$ cat src/rtl/gs_pkg.sv
`default_nettype none
// ============================================================================
// Module  : gs_pkg
// Brief   : Shared constants for the frame-filter controller: default image
//           geometry, RAM address width and FSM state encodings.
// Revision: 1.0 - initial release
// ============================================================================
package gs_pkg;

  // Default image geometry (power-of-two sides, 256x256 = 65536 pixels)
  localparam int C_IMG_W_DEF = 256;
  localparam int C_IMG_H_DEF = 256;

  // RAM address bus width
  localparam int C_AW = 16;

  // FSM state encodings
  localparam int              C_STW      = 3;
  localparam logic [C_STW-1:0] C_ST_IDLE  = 3'd0;
  localparam logic [C_STW-1:0] C_ST_LOAD  = 3'd1;
  localparam logic [C_STW-1:0] C_ST_RUN_H = 3'd2;
  localparam logic [C_STW-1:0] C_ST_RUN_V = 3'd3;
  localparam logic [C_STW-1:0] C_ST_DONE  = 3'd4;

endpackage
`default_nettype wire

$ cat src/rtl/gs_wdog.sv
`default_nettype none
// ============================================================================
// Module  : gs_wdog
// Brief   : Idle-cycle watchdog for the filter write-back stream. Counts
//           cycles without a beat while enabled; expire flags the cycle in
//           which the count already sits at WDOG_MAX and still no beat came.
// Revision: 1.0 - initial release
// ============================================================================
module gs_wdog #(
  parameter int WDOG_MAX = 1023
) (
  input  logic clk,
  input  logic rst_n,
  input  logic en,
  input  logic beat,
  output logic expire
);

  localparam int              CW        = $clog2(WDOG_MAX + 1);
  localparam logic [CW-1:0]   C_CNT_MAX = CW'(WDOG_MAX);

  logic [CW-1:0] cnt_d;
  logic [CW-1:0] cnt_q;

  // Next count: clear when disabled or on a beat, otherwise count up and saturate
  always_comb begin
    cnt_d = cnt_q;
    if (!en || beat) begin
      cnt_d = '0;
    end else if (cnt_q != C_CNT_MAX) begin
      cnt_d = cnt_q + 1'b1;
    end
  end

  // Idle counter register
  always_ff @(posedge clk or negedge rst_n) begin
    if (!rst_n) begin
      cnt_q <= '0;
    end else begin
      cnt_q <= cnt_d;
    end
  end

  // With the default limit the budget comfortably covers line padding plus
  // filter latency, so only a genuinely stalled datapath trips this.
  assign expire = en && !beat && (cnt_q == C_CNT_MAX);

endmodule
`default_nettype wire

$ cat src/rtl/gs_ctrl.sv
`default_nettype none
// ============================================================================
// Module  : gs_ctrl
// Brief   : Frame controller: loads a host frame into ram0, sequences the
//           horizontal pass (results to ram1) and the vertical pass (results
//           transposed back into ram0), with watchdog and abort. The read
//           address generator sits beside this block and is kicked by rd_start.
// Revision: 1.0 - initial release
// ============================================================================
module gs_ctrl
  import gs_pkg::*;
#(
  parameter int IMG_W    = C_IMG_W_DEF,
  parameter int IMG_H    = C_IMG_H_DEF,
  parameter int WDOG_MAX = 1023
) (
  input  logic            clk,
  input  logic            rst_n,
  input  logic            frm_start,
  input  logic            abort,
  input  logic            host_wr_valid,
  input  logic [7:0]      host_wr_data,
  output logic            host_wr_ready,
  input  logic            flt_wr_valid,
  input  logic [7:0]      flt_wr_data,
  output logic            rd_start,
  output logic            ram0_wr_en,
  output logic [C_AW-1:0] ram0_wr_addr,
  output logic [7:0]      ram0_wr_data,
  output logic            ram1_wr_en,
  output logic [C_AW-1:0] ram1_wr_addr,
  output logic [7:0]      ram1_wr_data,
  output logic            busy,
  output logic            frm_done,
  output logic            err_timeout
);

  localparam int               PIX_N      = IMG_W * IMG_H;
  localparam int               PIX_W      = $clog2(PIX_N);
  localparam int               YW         = $clog2(IMG_H);
  localparam logic [PIX_W-1:0] C_PIX_LAST = PIX_W'(PIX_N - 1);

  logic [C_STW-1:0] state_d,   state_q;
  logic [PIX_W-1:0] pix_cnt_d, pix_cnt_q;
  logic             err_d,     err_q;
  logic             rd_start_d, rd_start_q;

  logic             w_host_acc;
  logic             w_flt_acc;
  logic             w_run;
  logic             w_pix_last;
  logic             w_wdog_expire;
  logic [C_AW-1:0]  w_addr_lin;
  logic [C_AW-1:0]  w_addr_xpose;

  // Accepted beats only count in the state that owns that stream
  assign w_host_acc   = (state_q == C_ST_LOAD) && host_wr_valid;
  assign w_run        = (state_q == C_ST_RUN_H) || (state_q == C_ST_RUN_V);
  assign w_flt_acc    = w_run && flt_wr_valid;
  assign w_pix_last   = (pix_cnt_q == C_PIX_LAST);

  // Vertical pass arrives column-major {x,y}; swap back to row-major {y,x}
  assign w_addr_lin   = C_AW'(pix_cnt_q);
  assign w_addr_xpose = C_AW'({pix_cnt_q[YW-1:0], pix_cnt_q[PIX_W-1:YW]});

  gs_wdog #(
    .WDOG_MAX (WDOG_MAX)
  ) u_wdog (
    .clk    (clk),
    .rst_n  (rst_n),
    .en     (w_run),
    .beat   (flt_wr_valid),
    .expire (w_wdog_expire)
  );

  // State and datapath registers
  always_ff @(posedge clk or negedge rst_n) begin
    if (!rst_n) begin
      state_q    <= C_ST_IDLE;
      pix_cnt_q  <= '0;
      err_q      <= 1'b0;
      rd_start_q <= 1'b0;
    end else begin
      state_q    <= state_d;
      pix_cnt_q  <= pix_cnt_d;
      err_q      <= err_d;
      rd_start_q <= rd_start_d;
    end
  end

  // Next-state logic; abort outranks everything, then watchdog, then progress
  always_comb begin
    state_d = state_q;
    if (abort) begin
      state_d = C_ST_IDLE;
    end else begin
      case (state_q)
        C_ST_IDLE:  if (frm_start) state_d = C_ST_LOAD;
        C_ST_LOAD:  if (w_host_acc && w_pix_last) state_d = C_ST_RUN_H;
        C_ST_RUN_H: begin
          if (w_wdog_expire)                state_d = C_ST_IDLE;
          else if (w_flt_acc && w_pix_last) state_d = C_ST_RUN_V;
        end
        C_ST_RUN_V: begin
          if (w_wdog_expire)                state_d = C_ST_IDLE;
          else if (w_flt_acc && w_pix_last) state_d = C_ST_DONE;
        end
        C_ST_DONE:  state_d = C_ST_IDLE;
        default:    state_d = C_ST_IDLE;
      endcase
    end
  end

  // Pixel counter, sticky timeout flag and read-start pulse
  always_comb begin
    pix_cnt_d  = pix_cnt_q;
    err_d      = err_q;
    rd_start_d = 1'b0;
    if (abort) begin
      pix_cnt_d = '0;
    end else begin
      case (state_q)
        C_ST_IDLE: begin
          if (frm_start) begin
            pix_cnt_d = '0;
            err_d     = 1'b0;
          end
        end
        C_ST_LOAD: begin
          if (w_host_acc) begin
            pix_cnt_d  = pix_cnt_q + 1'b1;
            rd_start_d = w_pix_last;
          end
        end
        C_ST_RUN_H, C_ST_RUN_V: begin
          if (w_wdog_expire) begin
            err_d     = 1'b1;
            pix_cnt_d = '0;
          end else if (w_flt_acc) begin
            pix_cnt_d = pix_cnt_q + 1'b1;
          end
        end
        default: ;
      endcase
    end
  end

  // Outputs; RAM ports are zeroed whenever their enable is low
  always_comb begin
    host_wr_ready = (state_q == C_ST_LOAD);
    busy          = (state_q != C_ST_IDLE);
    frm_done      = (state_q == C_ST_DONE);
    rd_start      = rd_start_q;
    err_timeout   = err_q;
    ram0_wr_en    = 1'b0;
    ram0_wr_addr  = '0;
    ram0_wr_data  = '0;
    ram1_wr_en    = 1'b0;
    ram1_wr_addr  = '0;
    ram1_wr_data  = '0;
    if (w_host_acc) begin
      ram0_wr_en   = 1'b1;
      ram0_wr_addr = w_addr_lin;
      ram0_wr_data = host_wr_data;
    end else if (w_flt_acc && (state_q == C_ST_RUN_V)) begin
      ram0_wr_en   = 1'b1;
      ram0_wr_addr = w_addr_xpose;
      ram0_wr_data = flt_wr_data;
    end
    if (w_flt_acc && (state_q == C_ST_RUN_H)) begin
      ram1_wr_en   = 1'b1;
      ram1_wr_addr = w_addr_lin;
      ram1_wr_data = flt_wr_data;
    end
  end

endmodule
`default_nettype wire
$ cat config.mk
export PLATFORM = sky130hd
export DESIGN_NAME = gs_ctrl
export DESIGN_NICKNAME = d
export VERILOG_FILES = /design/src/rtl/gs_pkg.sv /design/src/rtl/gs_wdog.sv /design/src/rtl/gs_ctrl.sv
export SDC_FILE = /design/constraint.sdc
export NUM_CORES = 1
export LEC_CHECK = 0
export ABC_AREA = 1
export BUFFER_PORTS_ARGS = -buffer_cell sky130_fd_sc_hd__buf_2
export CORE_ASPECT_RATIO = 0.6
export CORE_MARGIN = 10
export CORE_UTILIZATION = 44
export CTS_CLUSTER_SIZE = 24
export DETAILED_ROUTE_END_ITERATION = 10
export GPL_ROUTABILITY_DRIVEN = 1
export PLACE_DENSITY_LB_ADDON = 0.12
export SETUP_SLACK_MARGIN = 0.5
export SYNTH_ARGS = -nofsm -noshare
export SYNTH_HDL_FRONTEND = slang
export SYNTH_SLANG_ARGS = --single-unit
$ cat constraint.sdc
create_clock -name clk -period 4.9 [get_ports clk]
set_clock_uncertainty 0.2 [all_clocks]
set_input_delay 0 -clock clk [delete_from_list [all_inputs] [get_ports clk]]
set_output_delay 0 -clock clk [all_outputs]
set_load 0.01 [all_outputs]
==> reports/summary.txt, run 1 <==
run status: finished clean
Worst Hold Class: in -> out
Vias/cell: 5.183
Max clock buf depth: 2
PostCTS Resize Cnt: 0
Startpoint Class: register
Die H: 77.73 µm
Antenna Diode Count: 0
DR WL/cell: 15.22 µm
DR pass1 iterations: 4
Mean Syn Cell Area: 6.551 µm²
Reg2Reg Depth: 9
final setup TNS: 0 ns
worst skew pair latency: 0.28 ns
Hold Slack: 0.09286 ns
Final min period: 2.244 ns
Fin. Hold Viols: 0
final setup vio count: 0
pin count of the biggest net entering global routing: 32
Max Cap Violations: 0
DRC: 0
Initial Util: 0.4695
Num CTS Buffers: 5
critical-path maximum fanout: 25
Placer Congestion: 0.9066
Leakage: 1.559 nW
Reg2Reg Capture Point: pix_cnt_q[2]$_DFFE_PN0P_
Rel. slew slack: 0.4814
Port Buffers: 76
power per cell area: 322.7 nW/µm²
Post-Layout Inst Area: 2987 µm²
H-tree levels: 2
Post-DRT Antenna Nets: 0
DRT iter0 DRCs: 241
number of synthesized register bits: 31
core region area: 5205 µm²
crit path DAT: 2.04 ns
Vias: 2669
row cnt: 20
Layout area overhead: 22.22%
dpl cell area: 2829 µm²
number of library cell types mapped by synthesis: 37
root buffer cell: clkbuf_8
clk sink count: 31
nets: 472
worst reg2reg path startpoint: u_wdog.cnt_q[0]$_DFFE_PN0N_
Post-Syn Nets: 397
Syn Inst Count: 373
first-pass GRT wire length: 12930 µm
Setup crit start: state_q[2]$_DFFE_PN0P_
Congestion Overflow GR: 0
Netlist Area Pre-Place: 2444 µm²
max-slew violation count: 0
Tcrit/Tclk final: 0.4579
EDFF count, synth: 0
# IOs: 77
Total GRT Usage: 0.1762
Least-Margin Pin Slew: 0.7760 ns
Syn. warnings: 0
RSZ-0062 raised after global routing: false
kind of critical path: reg -> out
vias in the first global route: 2482
initial antenna violation count: 0
DP HPWL: 6194 µm
Critical path destination: ram0_wr_addr[11]
internal reg-to-reg setup slack: 2.80 ns
sequential area share after synthesis: 0.3175
async set-reset flop share out of synthesis: 1.000
Synth Flop Type: dfrtp_1
crit end category: output port
WP data required: 4.70 ns
die span in x: 116.2 µm
TritonCTS clock tree: built
peak supply drop: 285.2 µV
f_max: 445.7 MHz
total die area: 9032 µm²
share of layout cells above drive strength 1: 0.2472
drt total wl: 7837 µm
clock-pin slew on the worst setup and hold paths: 0.07 ns
## critical path, stage by stage, from the launching register on
cell	delay, ns
dfrtp_1	0.40
inv_2	0.14
nand2_4	0.11
nor2_4	0.12
nand2_1	0.45
o22ai_1	0.36
buf_2	0.18
## flip-flops by register name (all words and copies together) (netlist names)
| register | count |
|---|---|
| err_timeout | 1 |
| u_wdog.cnt_q | 10 |
| rd_start | 1 |
| state_q | 3 |
| pix_cnt_q | 16 |
## power breakdown
part / total [mW] / switching [mW] / internal [mW] / leakage (nW)
sequential: 0.308 / 0.0305 / 0.277 / 0.429
combinational: 0.393 / 0.277 / 0.115 / 1.07
clock: 0.264 / 0.0993 / 0.164 / 0.0612
## cells by family (layout without fill, tap and decap cells)
kind of cell    Yosys count  after routing  share of synthesized area
simple gates            207            207                     0.3917
fa+ha+maj                 2              2                    0.01024
flops                    31             31                     0.3175
xor+xnor                  4              4                    0.01434
compound gates           62             62                     0.1500
buf+inv                  67            143                     0.1162
## worst min path at each step
stage	from	endpoint	slack, ns	cells past startpoint
2_1_floorplan	rst_n	err_timeout$_DFFE_PN0P_	-0.50	0
3_3_place_gp	rst_n	state_q[2]$_DFFE_PN0P_	-0.11	1
3_5_place_dp	rst_n	state_q[0]$_DFFE_PN0P_	-0.11	1
4_1_cts	host_wr_data[0]	ram0_wr_data[0]	0.1	4
5_1_grt	host_wr_data[4]	ram0_wr_data[4]	0.11	4
6_report	host_wr_data[0]	ram0_wr_data[0]	0.09	4
## placed cells by master, fill, tap and decap left out, drive strengths merged
cell and instances:
a21boi 1, inv 54, a31oi 1, o21ai 31
clkbuf 6, nor3 3, dlygate4sd3 4, clkinv 2
nand3 37, nand2 99, o211ai 1, a21oi 10
nor2 61, a31o 1, xor2 4, o22ai 16
nor4 1, dfrtp 31, bufinv 1, buf 76
a211oi 1, or2 1, ha 2, nand4 5
## cells in the mapped netlist (2+ instances only)
master / instances / share of area
nand2_1: 95 / 0.15
nor2_1: 55 / 0.084
inv_1: 50 / 0.077
nand3_1: 33 / 0.068
dfrtp_1: 31 / 0.32
o21ai_0: 19 / 0.039
o22ai_1: 16 / 0.041
a21oi_1: 9 / 0.018
o21ai_1: 8 / 0.016
buf_2: 4 / 0.0082
inv_2: 4 / 0.0061
nand4_1: 4 / 0.010
o21ai_2: 4 / 0.014
xor2_1: 4 / 0.014
buf_6: 3 / 0.014
clkbuf_1: 3 / 0.0046
nand2_2: 3 / 0.0077
nor2_2: 3 / 0.0077
nor3_1: 3 / 0.0061
ha_1: 2 / 0.010
nand3_2: 2 / 0.0082
nand3_4: 2 / 0.014
nor2_8: 2 / 0.016
## metal layers
metal / GRT usage / part of all wire
met1: 0.2526 / 0.46
met2: 0.2552 / 0.45
met3: 0.04531 / 0.080
met4: 0.04104 / 0.0083
met5: 0 / 0
## what timing repair did
action / 4_1_cts / 5_1_grt
setup endpoints to repair: 0 / 0
setup buffers: 0 / 0
hold buffers: 4 / 0
hold endpoints to repair: 48 / 0
## stage by stage
step / std cells / util / power (mW) / setup WS, ns
6_report: 515 / 0.5738 / 0.9638 / 2.656
5_1_grt: 515 / 0.5738 / 1.034 / 2.459
4_1_cts: 515 / 0.5738 / 0.9697 / 2.667
3_5_place_dp: 503 / 0.5435 / 0.7007 / 2.816
3_3_place_gp: 503 / 0.5435 / 0.7006 / 2.886
2_1_floorplan: 373 / - / 0.6027 / 3.186
## area by class of cell
type | instances | area [µm²]
fillers | 524 | 2218
clock buffers | 6 | 82.58
clock inverters | 2 | 35.03
well taps | 66 | 82.58
multi-input cells | 275 | 1384
flip-flops and latches | 31 | 775.7
inverters | 55 | 206.4
repair buffers | 80 | 420.4
(Power assumes the default switching activity.)
==> run 2: changes to the inputs <==
Clock period 4.9 ns to 2.09 ns, I/O delays scaled along.
==> reports/summary.txt, run 2 (synthesis results as in run 1) <==
clk sink count: 31
crit path DAT: 1.74 ns
share of layout cells above drive strength 1: 0.4444
Total GRT Usage: 0.2173
nets: 527
Rel. slew slack: 0.5207
core region area: 5205 µm²
final setup vio count: 0
Final min period: 1.945 ns
Initial Util: 0.4695
Most flops, register: pix_cnt_q
Layout area overhead: 58.27%
Antenna Diode Count: 0
Post-DRT Antenna Nets: 0
DR pass1 iterations: 7
Flop pwr share: 0.234
Switching Fraction: 0.4661
pin count of the biggest net entering global routing: 32
Post-Layout Inst Area: 3867 µm²
Max Cap Violations: 0
Fin. Hold Viols: 0
RSZ-0062 raised after global routing: true
Vias/cell: 5.661
Least-Margin Pin Slew: 0.7189 ns
commonest non-fill, non-tap cell in the layout: nand2_1
DRT iter0 DRCs: 513
f_max: 514.1 MHz
Max clock buf depth: 2
row cnt: 20
Crit path largest cell delay: 0.39 ns
WP data required: 1.89 ns
die span in x: 116.2 µm
DP HPWL: 6442 µm
combinational power share: 0.607
worst skew pair latency: 0.30 ns
max-slew violation count: 0
final setup TNS: 0 ns
Placer Congestion: 0.9791
critical-path maximum fanout: 6
H-tree levels: 2
max reg flops: 16
Worst Hold Class: in -> reg
peak supply drop: 601.3 µV
drt total wl: 10810 µm
Num CTS Buffers: 5
DRC: 0
clock-pin slew on the worst setup and hold paths: 0.07 ns
TritonCTS clock tree: built
Tcrit/Tclk final: 0.9306
Port Buffers: 76
Int Power: 1.607 mW
dpl cell area: 2912 µm²
DR WL/cell: 18.96 µm
initial antenna violation count: 0
power per cell area: 778.3 nW/µm²
vias in the first global route: 2998
Die H: 77.73 µm
crit end category: output port
# IOs: 77
Startpoint Class: register
Crit-path slowest cell: dfrtp_1
total die area: 9032 µm²
Vias: 3227
root buffer cell: clkbuf_8
crit path cell chain: inv_2 -> nand2_4 -> nor2_4 -> inv_2 -> nor2_4 -> clkinvlp_4 -> buf_6 -> nor2_1 -> buf_2
most frequent cells in the layout: 82 x nand2_1, 73 x buf_2, 45 x inv_1
Congestion Overflow GR: 0
kind of critical path: reg -> out
Top Registers: pix_cnt_q x16, u_wdog.cnt_q x10, state_q x3
Clk pwr share: 0.160
Leakage: 1.926 nW
first-pass GRT wire length: 15760 µm
Psw: 1.403 mW
run status: finished clean
[run 2: timing repair]
| item | CTS | global route |
|---|---|---|
| setup buffers | 30 | 12 |
| cloned | 4 | 1 |
| pin swaps | 17 | 17 |
| setup endpoints to repair | 75 | 82 |
| resized for setup | 50 | 61 |
| hold buffers | 5 | 0 |
| hold endpoints to repair | 38 | 0 |
[run 2: final cells by class]
class / count / area [µm²]
Timing Repair inverter: 1 / 7.507
Fill cell: 371 / 1338
Inverter: 55 / 220.2
Timing Repair Buffer: 130 / 900.9
Clock buffer: 7 / 76.32
Sequential cell: 31 / 778.2
Clock inverter: 1 / 5.005
Tap cell: 66 / 82.58
Multi-Input combinational cell: 279 / 1797
[run 2: per-stage QoR]
| stage | total power [mW] | utilization | setup slack (ns) | instances | hold WS (ns) |
|---|---|---|---|---|---|
| 3_3_place_gp | 1.681 | 0.5594 | 0.2155 | 510 | -0.1174 |
| 6_report | 3.010 | 0.7430 | 0.1450 | 570 | 0.05744 |
| 4_1_cts | 2.596 | 0.6731 | 0.1626 | 557 | -0.02287 |
| 5_1_grt | 3.158 | 0.7430 | 0.04851 | 570 | 0.1168 |
| 3_5_place_dp | 1.693 | 0.5594 | 0.1004 | 510 | -0.1060 |
| 2_1_floorplan | 1.433 | - | 0.4119 | 373 | -0.4956 |
[run 2: worst paths after layout]
kind | cells after the start | from | end | slack, ns
min in group asynchronous | 2 | rst_n | u_wdog.cnt_q[7]$_DFFE_PN0N_ | 0.09
worst max register to register | 9 | state_q[1]$_DFFE_PN0P_ | pix_cnt_q[7]$_DFFE_PN0P_ | 0.19
worst min register to register | 2 | err_timeout$_DFFE_PN0P_ | err_timeout$_DFFE_PN0P_ | 0.29
worst min-delay path | 5 | abort | err_timeout$_DFFE_PN0P_ | 0.06
worst max-delay path | 9 | state_q[2]$_DFFE_PN0P_ | ram1_wr_data[0] | 0.15
max in group asynchronous | 2 | rst_n | pix_cnt_q[6]$_DFFE_PN0P_ | 1.09
[run 2: critical path, delay by kind of cell (launching register included)]
kind	cells	cell delay [ns]
buffers and inverters	5	0.63
and+or+nand+nor	4	0.43
DFF	1	0.39
[run 2: power by group through the flow]
| stage | Clock, mW | Combinational [mW] | Sequential [mW] |
|---|---|---|---|
| 5_1_grt | 0.516 | 1.93 | 0.708 |
| 4_1_cts | 0.474 | 1.42 | 0.698 |
| 2_1_floorplan | 0 | 0.728 | 0.704 |
| 3_5_place_dp | 0 | 0.970 | 0.723 |
| 6_report | 0.480 | 1.83 | 0.703 |
| 3_3_place_gp | 0 | 0.961 | 0.720 |
[run 2: metal layers]
layer,global-route usage,part of all wire
met3,0.05376,0.12
met4,0.06219,0.029
met1,0.3050,0.40
met2,0.3198,0.46
met5,0,0
